[src/rtl/crc_pipe_if.sv]
// Handshake bundle for crc_pipe_engine: message input side and CRC result output side.
interface crc_pipe_if #(
    parameter int P_WIDTH = 8,
    parameter int P_MSG_W = 32,
    parameter int P_TAG_W = 4
);
    logic               in_valid;
    logic               in_ready;
    logic [P_MSG_W-1:0] in_data;
    logic               in_check;
    logic [P_WIDTH-1:0] in_expect;
    logic [P_TAG_W-1:0] in_tag;
    logic               out_valid;
    logic               out_ready;
    logic [P_WIDTH-1:0] out_crc;
    logic               out_match;
    logic [P_TAG_W-1:0] out_tag;
    logic               out_check;

    modport master (
        output in_valid, in_data, in_check, in_expect, in_tag, out_ready,
        input  in_ready, out_valid, out_crc, out_match, out_tag, out_check
    );

    modport slave (
        input  in_valid, in_data, in_check, in_expect, in_tag, out_ready,
        output in_ready, out_valid, out_crc, out_match, out_tag, out_check
    );
endinterface

[src/rtl/crc_pipe_engine.sv]
// Pipelined CRC engine: one message per beat, P_BPS message bits folded per stage,
// elastic valid/ready pipeline whose bubbles collapse, optional expected-CRC check.
module crc_pipe_engine #(
    parameter int                 P_WIDTH   = 8,
    parameter logic [P_WIDTH-1:0] P_POLYNOM = 8'h31,
    parameter logic [P_WIDTH-1:0] P_INIT    = {P_WIDTH{1'b0}},
    parameter logic [P_WIDTH-1:0] P_XOROUT  = {P_WIDTH{1'b0}},
    parameter int                 P_MSG_W   = 32,
    parameter int                 P_BPS     = 4,
    parameter int                 P_TAG_W   = 4
) (
    input  logic      clk,
    input  logic      rstN,
    crc_pipe_if.slave bus
);
    localparam int N = P_MSG_W / P_BPS;

    if ((P_MSG_W % P_BPS) != 0) begin : g_bad_bps
        $error("crc_pipe_engine: P_MSG_W must be a multiple of P_BPS");
    end
    if ((P_WIDTH < 2) || (P_WIDTH > 32)) begin : g_bad_width
        $error("crc_pipe_engine: P_WIDTH must lie in 2..32");
    end

    // Fold P_BPS message bits into the CRC register, MSB first.
    function automatic logic [P_WIDTH-1:0] crc_steps(
        input logic [P_WIDTH-1:0] crc_in,
        input logic [P_BPS-1:0]   bits
    );
        logic [P_WIDTH-1:0] c;
        logic               fb;
        c = crc_in;
        for (int i = P_BPS - 1; i >= 0; i--) begin
            fb = c[P_WIDTH-1] ^ bits[i];
            c  = {c[P_WIDTH-2:0], 1'b0} ^ (fb ? P_POLYNOM : {P_WIDTH{1'b0}});
        end
        return c;
    endfunction

    logic [N-1:0]       valid_q, valid_d;
    logic [P_WIDTH-1:0] crc_q  [N];
    logic [P_WIDTH-1:0] crc_d  [N];
    logic [P_MSG_W-1:0] data_q [N];
    logic [P_MSG_W-1:0] data_d [N];
    logic [N-1:0]       chk_q, chk_d;
    logic [P_WIDTH-1:0] exp_q  [N];
    logic [P_WIDTH-1:0] exp_d  [N];
    logic [P_TAG_W-1:0] tag_q  [N];
    logic [P_TAG_W-1:0] tag_d  [N];
    logic               match_q, match_d;

    logic [N:0]         rdy_s;
    logic               in_ready_s;
    logic [N-1:0]       src_valid_s;
    logic [P_WIDTH-1:0] src_crc_s  [N];
    logic [P_MSG_W-1:0] src_data_s [N];
    logic [N-1:0]       src_chk_s;
    logic [P_WIDTH-1:0] src_exp_s  [N];
    logic [P_TAG_W-1:0] src_tag_s  [N];

    // Ready chain: a stage can take new content when it is empty or its successor moves on.
    always_comb begin
        logic rdy_v;
        rdy_v    = bus.out_ready;
        rdy_s    = {(N + 1){1'b0}};
        rdy_s[N] = rdy_v;
        for (int k = N - 1; k >= 0; k--) begin
            rdy_v    = !valid_q[k] || rdy_v;
            rdy_s[k] = rdy_v;
        end
    end

    assign in_ready_s = rstN && rdy_s[0];

    // Source of each stage: the input port for stage 0, the previous stage otherwise.
    always_comb begin
        src_valid_s[0] = bus.in_valid && in_ready_s;
        src_crc_s[0]   = P_INIT;
        src_data_s[0]  = bus.in_data;
        src_chk_s[0]   = bus.in_check;
        src_exp_s[0]   = bus.in_expect;
        src_tag_s[0]   = bus.in_tag;
        for (int k = 1; k < N; k++) begin
            src_valid_s[k] = valid_q[k-1];
            src_crc_s[k]   = crc_q[k-1];
            src_data_s[k]  = data_q[k-1];
            src_chk_s[k]   = chk_q[k-1];
            src_exp_s[k]   = exp_q[k-1];
            src_tag_s[k]   = tag_q[k-1];
        end
    end

    // Stage next-state: advance when ready (bubbles collapse), otherwise hold everything.
    always_comb begin
        logic [P_WIDTH-1:0] step_crc;
        valid_d = valid_q;
        chk_d   = chk_q;
        for (int k = 0; k < N; k++) begin
            step_crc = crc_steps(src_crc_s[k], src_data_s[k][P_MSG_W-1 -: P_BPS]);
            if (rdy_s[k]) begin
                valid_d[k] = src_valid_s[k];
                crc_d[k]   = (k == N - 1) ? (step_crc ^ P_XOROUT) : step_crc;
                data_d[k]  = src_data_s[k] << P_BPS;
                chk_d[k]   = src_chk_s[k];
                exp_d[k]   = src_exp_s[k];
                tag_d[k]   = src_tag_s[k];
            end else begin
                valid_d[k] = valid_q[k];
                crc_d[k]   = crc_q[k];
                data_d[k]  = data_q[k];
                chk_d[k]   = chk_q[k];
                exp_d[k]   = exp_q[k];
                tag_d[k]   = tag_q[k];
            end
        end
        // Match follows the stored final-stage fields, so it holds whenever they hold.
        match_d = chk_d[N-1] && (crc_d[N-1] == exp_d[N-1]);
    end

    // Pipeline registers with synchronous active-low reset.
    always_ff @(posedge clk) begin
        if (!rstN) begin
            valid_q <= {N{1'b0}};
            chk_q   <= {N{1'b0}};
            match_q <= 1'b0;
            for (int k = 0; k < N; k++) begin
                crc_q[k]  <= {P_WIDTH{1'b0}};
                data_q[k] <= {P_MSG_W{1'b0}};
                exp_q[k]  <= {P_WIDTH{1'b0}};
                tag_q[k]  <= {P_TAG_W{1'b0}};
            end
        end else begin
            valid_q <= valid_d;
            chk_q   <= chk_d;
            match_q <= match_d;
            for (int k = 0; k < N; k++) begin
                crc_q[k]  <= crc_d[k];
                data_q[k] <= data_d[k];
                exp_q[k]  <= exp_d[k];
                tag_q[k]  <= tag_d[k];
            end
        end
    end

    assign bus.in_ready  = in_ready_s;
    assign bus.out_valid = valid_q[N-1];
    assign bus.out_crc   = crc_q[N-1];
    assign bus.out_match = match_q;
    assign bus.out_tag   = tag_q[N-1];
    assign bus.out_check = chk_q[N-1];
endmodule

[src/flat_wrapper.sv]
// flat-port wrapper written by rule: the top's interface ports become plain ports
module crc_pipe_engine_flat 
#(
    parameter int                 P_WIDTH   = 8,
    parameter logic [P_WIDTH-1:0] P_POLYNOM = 8'h31,
    parameter logic [P_WIDTH-1:0] P_INIT    = {P_WIDTH{1'b0}},
    parameter logic [P_WIDTH-1:0] P_XOROUT  = {P_WIDTH{1'b0}},
    parameter int                 P_MSG_W   = 32,
    parameter int                 P_BPS     = 4,
    parameter int                 P_TAG_W   = 4
)
  (clk, rstN, bus_in_valid, bus_in_data, bus_in_check, bus_in_expect, bus_in_tag, bus_out_ready, bus_in_ready, bus_out_valid, bus_out_crc, bus_out_match, bus_out_tag, bus_out_check);
  crc_pipe_if #(.P_WIDTH(P_WIDTH), .P_MSG_W(P_MSG_W), .P_TAG_W(P_TAG_W)) bus_i ();
  input  logic clk;
  input  logic rstN;
  input wire logic [$bits(bus_i.in_valid)-1:0] bus_in_valid;
  input wire logic [$bits(bus_i.in_data)-1:0] bus_in_data;
  input wire logic [$bits(bus_i.in_check)-1:0] bus_in_check;
  input wire logic [$bits(bus_i.in_expect)-1:0] bus_in_expect;
  input wire logic [$bits(bus_i.in_tag)-1:0] bus_in_tag;
  input wire logic [$bits(bus_i.out_ready)-1:0] bus_out_ready;
  output wire logic [$bits(bus_i.in_ready)-1:0] bus_in_ready;
  output wire logic [$bits(bus_i.out_valid)-1:0] bus_out_valid;
  output wire logic [$bits(bus_i.out_crc)-1:0] bus_out_crc;
  output wire logic [$bits(bus_i.out_match)-1:0] bus_out_match;
  output wire logic [$bits(bus_i.out_tag)-1:0] bus_out_tag;
  output wire logic [$bits(bus_i.out_check)-1:0] bus_out_check;
  assign bus_i.in_valid = bus_in_valid;
  assign bus_i.in_data = bus_in_data;
  assign bus_i.in_check = bus_in_check;
  assign bus_i.in_expect = bus_in_expect;
  assign bus_i.in_tag = bus_in_tag;
  assign bus_i.out_ready = bus_out_ready;
  assign bus_in_ready = bus_i.in_ready;
  assign bus_out_valid = bus_i.out_valid;
  assign bus_out_crc = bus_i.out_crc;
  assign bus_out_match = bus_i.out_match;
  assign bus_out_tag = bus_i.out_tag;
  assign bus_out_check = bus_i.out_check;
  crc_pipe_engine #(.P_WIDTH(P_WIDTH), .P_POLYNOM(P_POLYNOM), .P_INIT(P_INIT), .P_XOROUT(P_XOROUT), .P_MSG_W(P_MSG_W), .P_BPS(P_BPS), .P_TAG_W(P_TAG_W)) u_core (.clk(clk), .rstN(rstN), .bus(bus_i));
endmodule
[config.mk]
export PLATFORM = sky130hd
export DESIGN_NAME = crc_pipe_engine_flat
export DESIGN_NICKNAME = d
export VERILOG_FILES = /design/src/rtl/crc_pipe_if.sv /design/src/rtl/crc_pipe_engine.sv /design/src/flat_wrapper.sv
export SDC_FILE = /design/constraint.sdc
export NUM_CORES = 1
export LEC_CHECK = 0
export BUFFER_PORTS_ARGS = -buffer_cell sky130_fd_sc_hd__buf_2
export CORE_AREA = 2 2 166 209
export CTS_CLUSTER_DIAMETER = 50
export DETAILED_ROUTE_END_ITERATION = 6
export DIE_AREA = 0 0 168 211
export PLACE_DENSITY = 0.57
export SYNTH_ARGS = -nofsm -noshare
export SYNTH_HDL_FRONTEND = slang
export SYNTH_SLANG_ARGS = --single-unit
[constraint.sdc]
create_clock -name clk -period 2.2 [get_ports clk]
set_input_delay 0.22 -clock clk [delete_from_list [all_inputs] [get_ports clk]]
set_output_delay 0.22 -clock clk [all_outputs]
set_load 0.1 [all_outputs]
==> flow_summary.toml, run 1 <==
[power_and_ir_drop]
switching_share = 0.2658
p_seq_frac = 0.433
power.total_mw = 13.69
p_comb_frac = 0.180
switching_power_mw = 3.639
p_leak_nw = 5.334
clockPowerShare = 0.388
p_per_area_mw_per_mm2 = 991.9
peakVddDrop_uv = 428.8
internal-power_mw = 10.05

[sta]
fin_tns_setup_ns = 0
setup_ws_ns = 0.07504
max_freq_mhz = 470.6
rsz0062_at_grt = "no"
finalCriticalPeriod_ns = 2.125
holdWs_ns = 0.03404
worstMarginPinSlew_ns = 0.5640
finalMaxSlewViolations = 0
maxSlewHeadroom = 0.6213
fin_worst_skew_ns = 0.01879
hold_viol = 0
finalSetupViolations = 0
fin_crit_sh = 0.9659

[cts]
clkTransAtPathRegs_ns = 0.06
cts.sinks = 288
ctsLongestPathBuffers = 3
cts_buffers = 31
clock-root-buffer = "clkbuf_16"
tritoncts = "built"
clock_latency_ns = 0.55
htreeDepth = 1

[cells_and_area]
final_cell_mix = "nand2_1, dfxtp_1, a21boi_0, xnor2_1, buf_2"
num-nets-final = 1464
drive_gt1_frac = 0.1001
final-instance-count-excl-fill = 1861
antennaDiodeCount = 0
final_common_cell = "nand2_1"
area_growth_pct = 19.52

[floorplan]
io_pins = 65
die_h_microns = 211
die_x_microns = 168
rows = 75
fp.coreArea_sq_mm = 0.03331
initial_core_util = 0.3467
dieArea_sq_mm = 0.03545

[detailed_routing]
vias_per_cell = 4.556
remaining_drc_errors = 0
drt-total-wl_microns = 22750
drt-initial-drc-count = 394
postRouteAntennaNets = 0
vias = 8478
wire_per_inst_microns = 12.23
dr.pass1.iters = 4

[logic_synthesis]
dominantRegCellSynth = "dfxtp_1"
synth-xor-area-share = 0.07909
synth.avg_cell_area_sq_um = 8.567
yosysSeqAreaShare = 0.4992
async_reset_ff_frac = 0
synth_top_family_by_area = "simple AND/OR/NAND/NOR gates"
yosys-mux-area-fraction = 0.0008667
synth.area.top_cells = "dfxtp_1, nand2_1, a21boi_0"
yosysTopAreaCellShare = 0.4992
synthesis.nets = 1397
synth_area_sq_mm = 0.01155
ys_types = 32
synth_compound_area_frac = 0.1816
yosys.area_share.simple = 0.2014
synth-seq-cells = 288
synth_warnings = 0
synth-edff-count = 0
yosys.area.top_type = "dfxtp_1"
synth_cells = 1348
synthAdderAreaFrac = 0

[critical_path]
worst_setup_path_start_kind = "flop"
worstPathMaxFanout = 3
slowest_delay_ns = 0.40
worst-path-buf-inv = 1
critPathSlowestCell = "dfxtp_1"
arrival_ns = 1.90
critPathCaptureType = "output pin"
critical_path.top_delay_family = "simple AND/OR/NAND/NOR gates"
cp.required_ns = 1.98
path_cells = "nand4b_4 > nor4_4 > nand2_2 > and2_2 > buf_6"
crit_type = "reg -> out"

[global_route]
grt_max_degree = 151
grt_pass1_wl_microns = 39680
grt_use_total = 0.1303
met1_usage = 0.1670
grtUsageMet2 = 0.2260
grt_overflow_total = 0
grt_pass1_vias = 8320
antenna_found_initial = 0
grt_most_used_layer = "met2"
grt.met3_usage = 0.01892

[place]
place_congestion = 0.7267
dp_worst_setup_slack_ns = 0.3117
placed_cells = 1757
dp_hpwl_microns = 14600
port_buffers = 64

[min_path]
hp-class = "in -> reg"

[outcome]
status = "completed"

[run]
cap_violations = 0
-- state kept, by name, summed over array words and instances (netlist names) --
signal / cells
u_core.crc_q: 63
u_core.exp_q: 64
u_core.bus.out_match: 1
u_core.valid_q: 8
u_core.chk_q: 8
u_core.data_q: 112
u_core.tag_q: 32
-- power by group through the flow --
stage	clock network [mW]	logic, mW	registers [mW]
4_1_cts	5.47	2.50	5.93
6_report	5.31	2.46	5.93
2_1_floorplan	0	2.08	5.97
3_5_place_dp	0	2.43	6.05
3_3_place_gp	0	2.39	6.04
5_1_grt	5.68	2.77	5.98
-- cells by family (layout without fill, tap and decap cells) --
logic type                Yosys count  in the layout
DFF                               288            288
xor gates and xnor gates          101            101
buffers and inverters             101            191
muxes                               1              1
AOI/OAI and AO/OA                 279            279
and+or+nand+nor                   578            578
-- final timing paths --
kind,from,endpoint,slack (ns),cells after the start
setup / recovery,u_core.valid_q[5],bus_in_ready,0.08,5
hold reg to reg,u_core.data_q[0][11],u_core.data_q[0][11],0.45,2
setup reg to reg,u_core.valid_q[5],u_core.data_q[0][41],0.43,6
hold / removal,bus_in_data[28],u_core.crc_q[0][4],0.03,4
-- worst register-to-register path, cell delays in order, from the launching register on --
cell and delay (ns):
dfxtp_1 0.40, nand4b_4 0.16, nor4_4 0.31, buf_4 0.17
buf_4 0.37, nand2_1 0.14, a21boi_0 0.15
-- layer usage --
layer  vias up  routed length, microns
li1       4479                       -
met1      3864                   10980
met2        96                   10490
met3        39                     744
met4         0                     536
met5         -                       0
-- cell type report --
| class | count | area [sq um] |
|---|---|---|
| repair buffers | 133 | 1066 |
| inverters | 2 | 7.507 |
| well taps | 423 | 529.3 |
| flip-flops and latches | 288 | 5771 |
| clock buffers | 44 | 874.6 |
| fillers | 3406 | 19510 |
| clock inverters | 12 | 185.2 |
| multi-input cells | 959 | 5370 |
-- cells in the mapped netlist (3+ instances only) --
library cell,number
nor3b_1,11
o211a_1,20
o21a_1,8
buf_2,10
a21boi_1,39
clkbuf_1,75
nand2_1,505
xnor2_1,73
nand2b_1,3
and2_1,21
nand3_1,3
nor3_1,3
nor2_1,24
o21ai_0,18
xor2_1,26
dfxtp_1,288
a21boi_0,191
buf_4,12
-- per-stage QoR --
stage	utilization	area, sq um
global route	0.4143	13800
finish	0.4143	13800
floorplan	-	11550
detailed placement	0.3677	12250
CTS	0.4140	13790
global placement	0.3677	12250
-- timing repair --
action | CTS | global route
setup endpoints to repair | 1 | 1
hold buffers | 46 | 0
pin swaps | 2 | 1
hold endpoints to repair | 48 | 0
buffers inserted | 1 | 1
gates resized for setup | 4 | 1
No activity file was read; power rests on OpenSTA's default activity.
==> run 2, diff against run 1 <==
--- a/config.mk
+++ b/config.mk
@@ -5,12 +5,13 @@
 export SDC_FILE = /design/constraint.sdc
 export NUM_CORES = 1
 export LEC_CHECK = 0
-export BUFFER_PORTS_ARGS = -buffer_cell sky130_fd_sc_hd__buf_2
+export CAP_MARGIN = 30
 export CORE_AREA = 2 2 166 209
 export CTS_CLUSTER_DIAMETER = 50
 export DETAILED_ROUTE_END_ITERATION = 6
 export DIE_AREA = 0 0 168 211
-export PLACE_DENSITY = 0.57
+export DONT_BUFFER_PORTS = 1
+export PLACE_DENSITY = 0.55
 export SYNTH_ARGS = -nofsm -noshare
 export SYNTH_HDL_FRONTEND = slang
 export SYNTH_SLANG_ARGS = --single-unit
==> constraint.sdc (replaced) <==
create_clock -name clk -period 2.11 [get_ports clk]
set_input_delay 0.211 -clock clk [delete_from_list [all_inputs] [get_ports clk]]
set_output_delay 0.211 -clock clk [all_outputs]
set_load 0.1 [all_outputs]
==> flow_summary.toml, run 2 (same netlist as run 1, synthesis figures left out) <==
[outcome]
status = "finished, violations left"
violations = "negative hold slack"

[cts]
ctsLongestPathBuffers = 3
tritoncts = "built"
clkTransAtPathRegs_ns = 0.06
cts.sinks = 288
clock-root-buffer = "clkbuf_16"
htreeDepth = 1
cts_buffers = 31
clock_latency_ns = 0.57

[power_and_ir_drop]
p_per_area_mw_per_mm2 = 1022
p_leak_nw = 5.306
peakVddDrop_uv = 583.2

[critical_path]
r2r-end = "u_core.valid_q[0]"
arrival_ns = 2.55
path_cells = "nand2_2 > nor4_4 > buf_6 > and2_1 > buf_4 > o21a_1 > dlygate4sd3_1"
rr_worst_depth = 7
reg2reg_from = "u_core.valid_q[3]"
worstPathMaxFanout = 14
crit_type = "reg -> reg"
slowest_delay_ns = 0.55
critPathCaptureType = "flop"
worst-path-buf-inv = 3
reg2reg_slack_ns = 0.07
cp.required_ns = 2.62
critPathSlowestCell = "dlygate4sd3_1"
worst_setup_path_start_kind = "flop"
critical_path.top_delay_family = "buffers and inverters"
setup.worst_path.start = "u_core.valid_q[3]"

[detailed_routing]
drt-total-wl_microns = 23550
vias = 8421
remaining_drc_errors = 0
wl_met2_microns = 10660
dr.pass1.iters = 6
drt-initial-drc-count = 480
routed.top_layer = "met4"
postRouteAntennaNets = 0
dr_wl_met3_microns = 769
wire_per_inst_microns = 12.81
vias_per_cell = 4.582
drt-met1-wl_microns = 11600

[floorplan]
die_h_microns = 211
fp.coreArea_sq_mm = 0.03331
dieArea_sq_mm = 0.03545
die_x_microns = 168
initial_core_util = 0.3467
rows = 75
io_pins = 65

[global_route]
grt_use_total = 0.1337
grt_pass1_wl_microns = 40390
grt_max_degree = 292
grt_pass1_vias = 8202
antenna_found_initial = 0
grt_overflow_total = 0

[cells_and_area]
num-nets-final = 1443
antennaDiodeCount = 0
largest_reg_flops = 112
drive_gt1_frac = 0.07350
largest_register = "u_core.data_q"
final_common_cell = "nand2_1"
final-instance-count-excl-fill = 1838
finalCoreUtilization = 0.4161
final_cell_mix = "nand2_1, dfxtp_1, a21boi_0, xnor2_1, dlygate4sd3_1"
reg_top3 = "u_core.data_q (112), u_core.exp_q (64), u_core.crc_q (63)"
area_growth_pct = 20.03

[place]
port_buffers = 0
place_congestion = 0.7146
placed_cells = 1710
dp_hpwl_microns = 14210

[sta]
holdWs_ns = -0.2430
rsz0062_at_grt = "yes"
hold_viol = 43
max_freq_mhz = 491.1
fin_crit_sh = 0.9650
finalCriticalPeriod_ns = 2.036
fin_worst_skew_ns = 0.01478
maxSlewHeadroom = 0.6553
fin_tns_setup_ns = 0
finalMaxSlewViolations = 0
finalSetupViolations = 0
worstMarginPinSlew_ns = 0.5170

[min_path]
whs_path_depth = 1
hp-class = "in -> reg"
worstHoldStart = "rstN"
whs_endpoint = "u_core.crc_q[0][61]"

[run]
cap_violations = 0
==> run 2: cell types whose count changed in the layout (fill, tap and decap cells not counted), moves of 2 or more <==
cell           delta
buf_4            +17
buf_2            -62
clkinv_8          -2
dlygate4sd3_1    +22
dfxtp_1           -2
==> run 2: what timing repair did <==
action	in CTS	in global routing
cloned	0	1
setup endpoints to repair	1	10
gates resized for setup	7	6
endpoints found under the hold margin	288	269
buffers inserted	3	2
pin swaps	3	2
hold buffers	65	3
==> run 2: worst max-delay path by stage <==
stage                          end  slack [ns]  cells past startpoint
3_3_place_gp   u_core.crc_q[0][47]        0.25                      6
3_5_place_dp          bus_in_ready        0.21                      4
4_1_cts         u_core.tag_q[3][5]        0.01                      6
5_1_grt         u_core.crc_q[0][7]      -0.007                      7
6_report         u_core.valid_q[0]        0.07                      7
2_1_floorplan         bus_in_ready        0.08                      5
==> run 2: layout make-up <==
class                   instances  area, sq um
repair buffers                112         1140
well taps                     423        529.3
multi-input cells             959         5395
clock buffers                  42        857.1
fillers                      3332        19450
clock inverters                12        157.7
flip-flops and latches        288         5776
inverters                       2        7.507
==> run 2: metal layers <==
| metal | global-route usage | vias to the layer above |
|---|---|---|
| met5 | 0 | - |
| met4 | 0.04138 | 0 |
| met3 | 0.02080 | 35 |
| met2 | 0.2283 | 94 |
| met1 | 0.1740 | 3852 |
| li1 | - | 4440 |
==> run 2: power breakdown <==
| group | internal, mW | switching, mW |
|---|---|---|
| Combinational | 1.28 | 1.28 |
| Clock | 3.21 | 2.21 |
| Sequential | 5.88 | 0.294 |
==> run 2: stage by stage <==
stage	setup WS, ns	hold WS, ns	power, mW	cell area [sq um]
finish	0.07376	-0.2430	14.16	13860
global route	-0.007265	-0.2446	14.90	13860
detailed placement	0.2112	0.3497	8.744	12050
floorplan	0.07859	0.3349	8.392	11550
global placement	0.2459	0.3423	8.689	12050
CTS	0.01244	-0.2414	14.34	13770
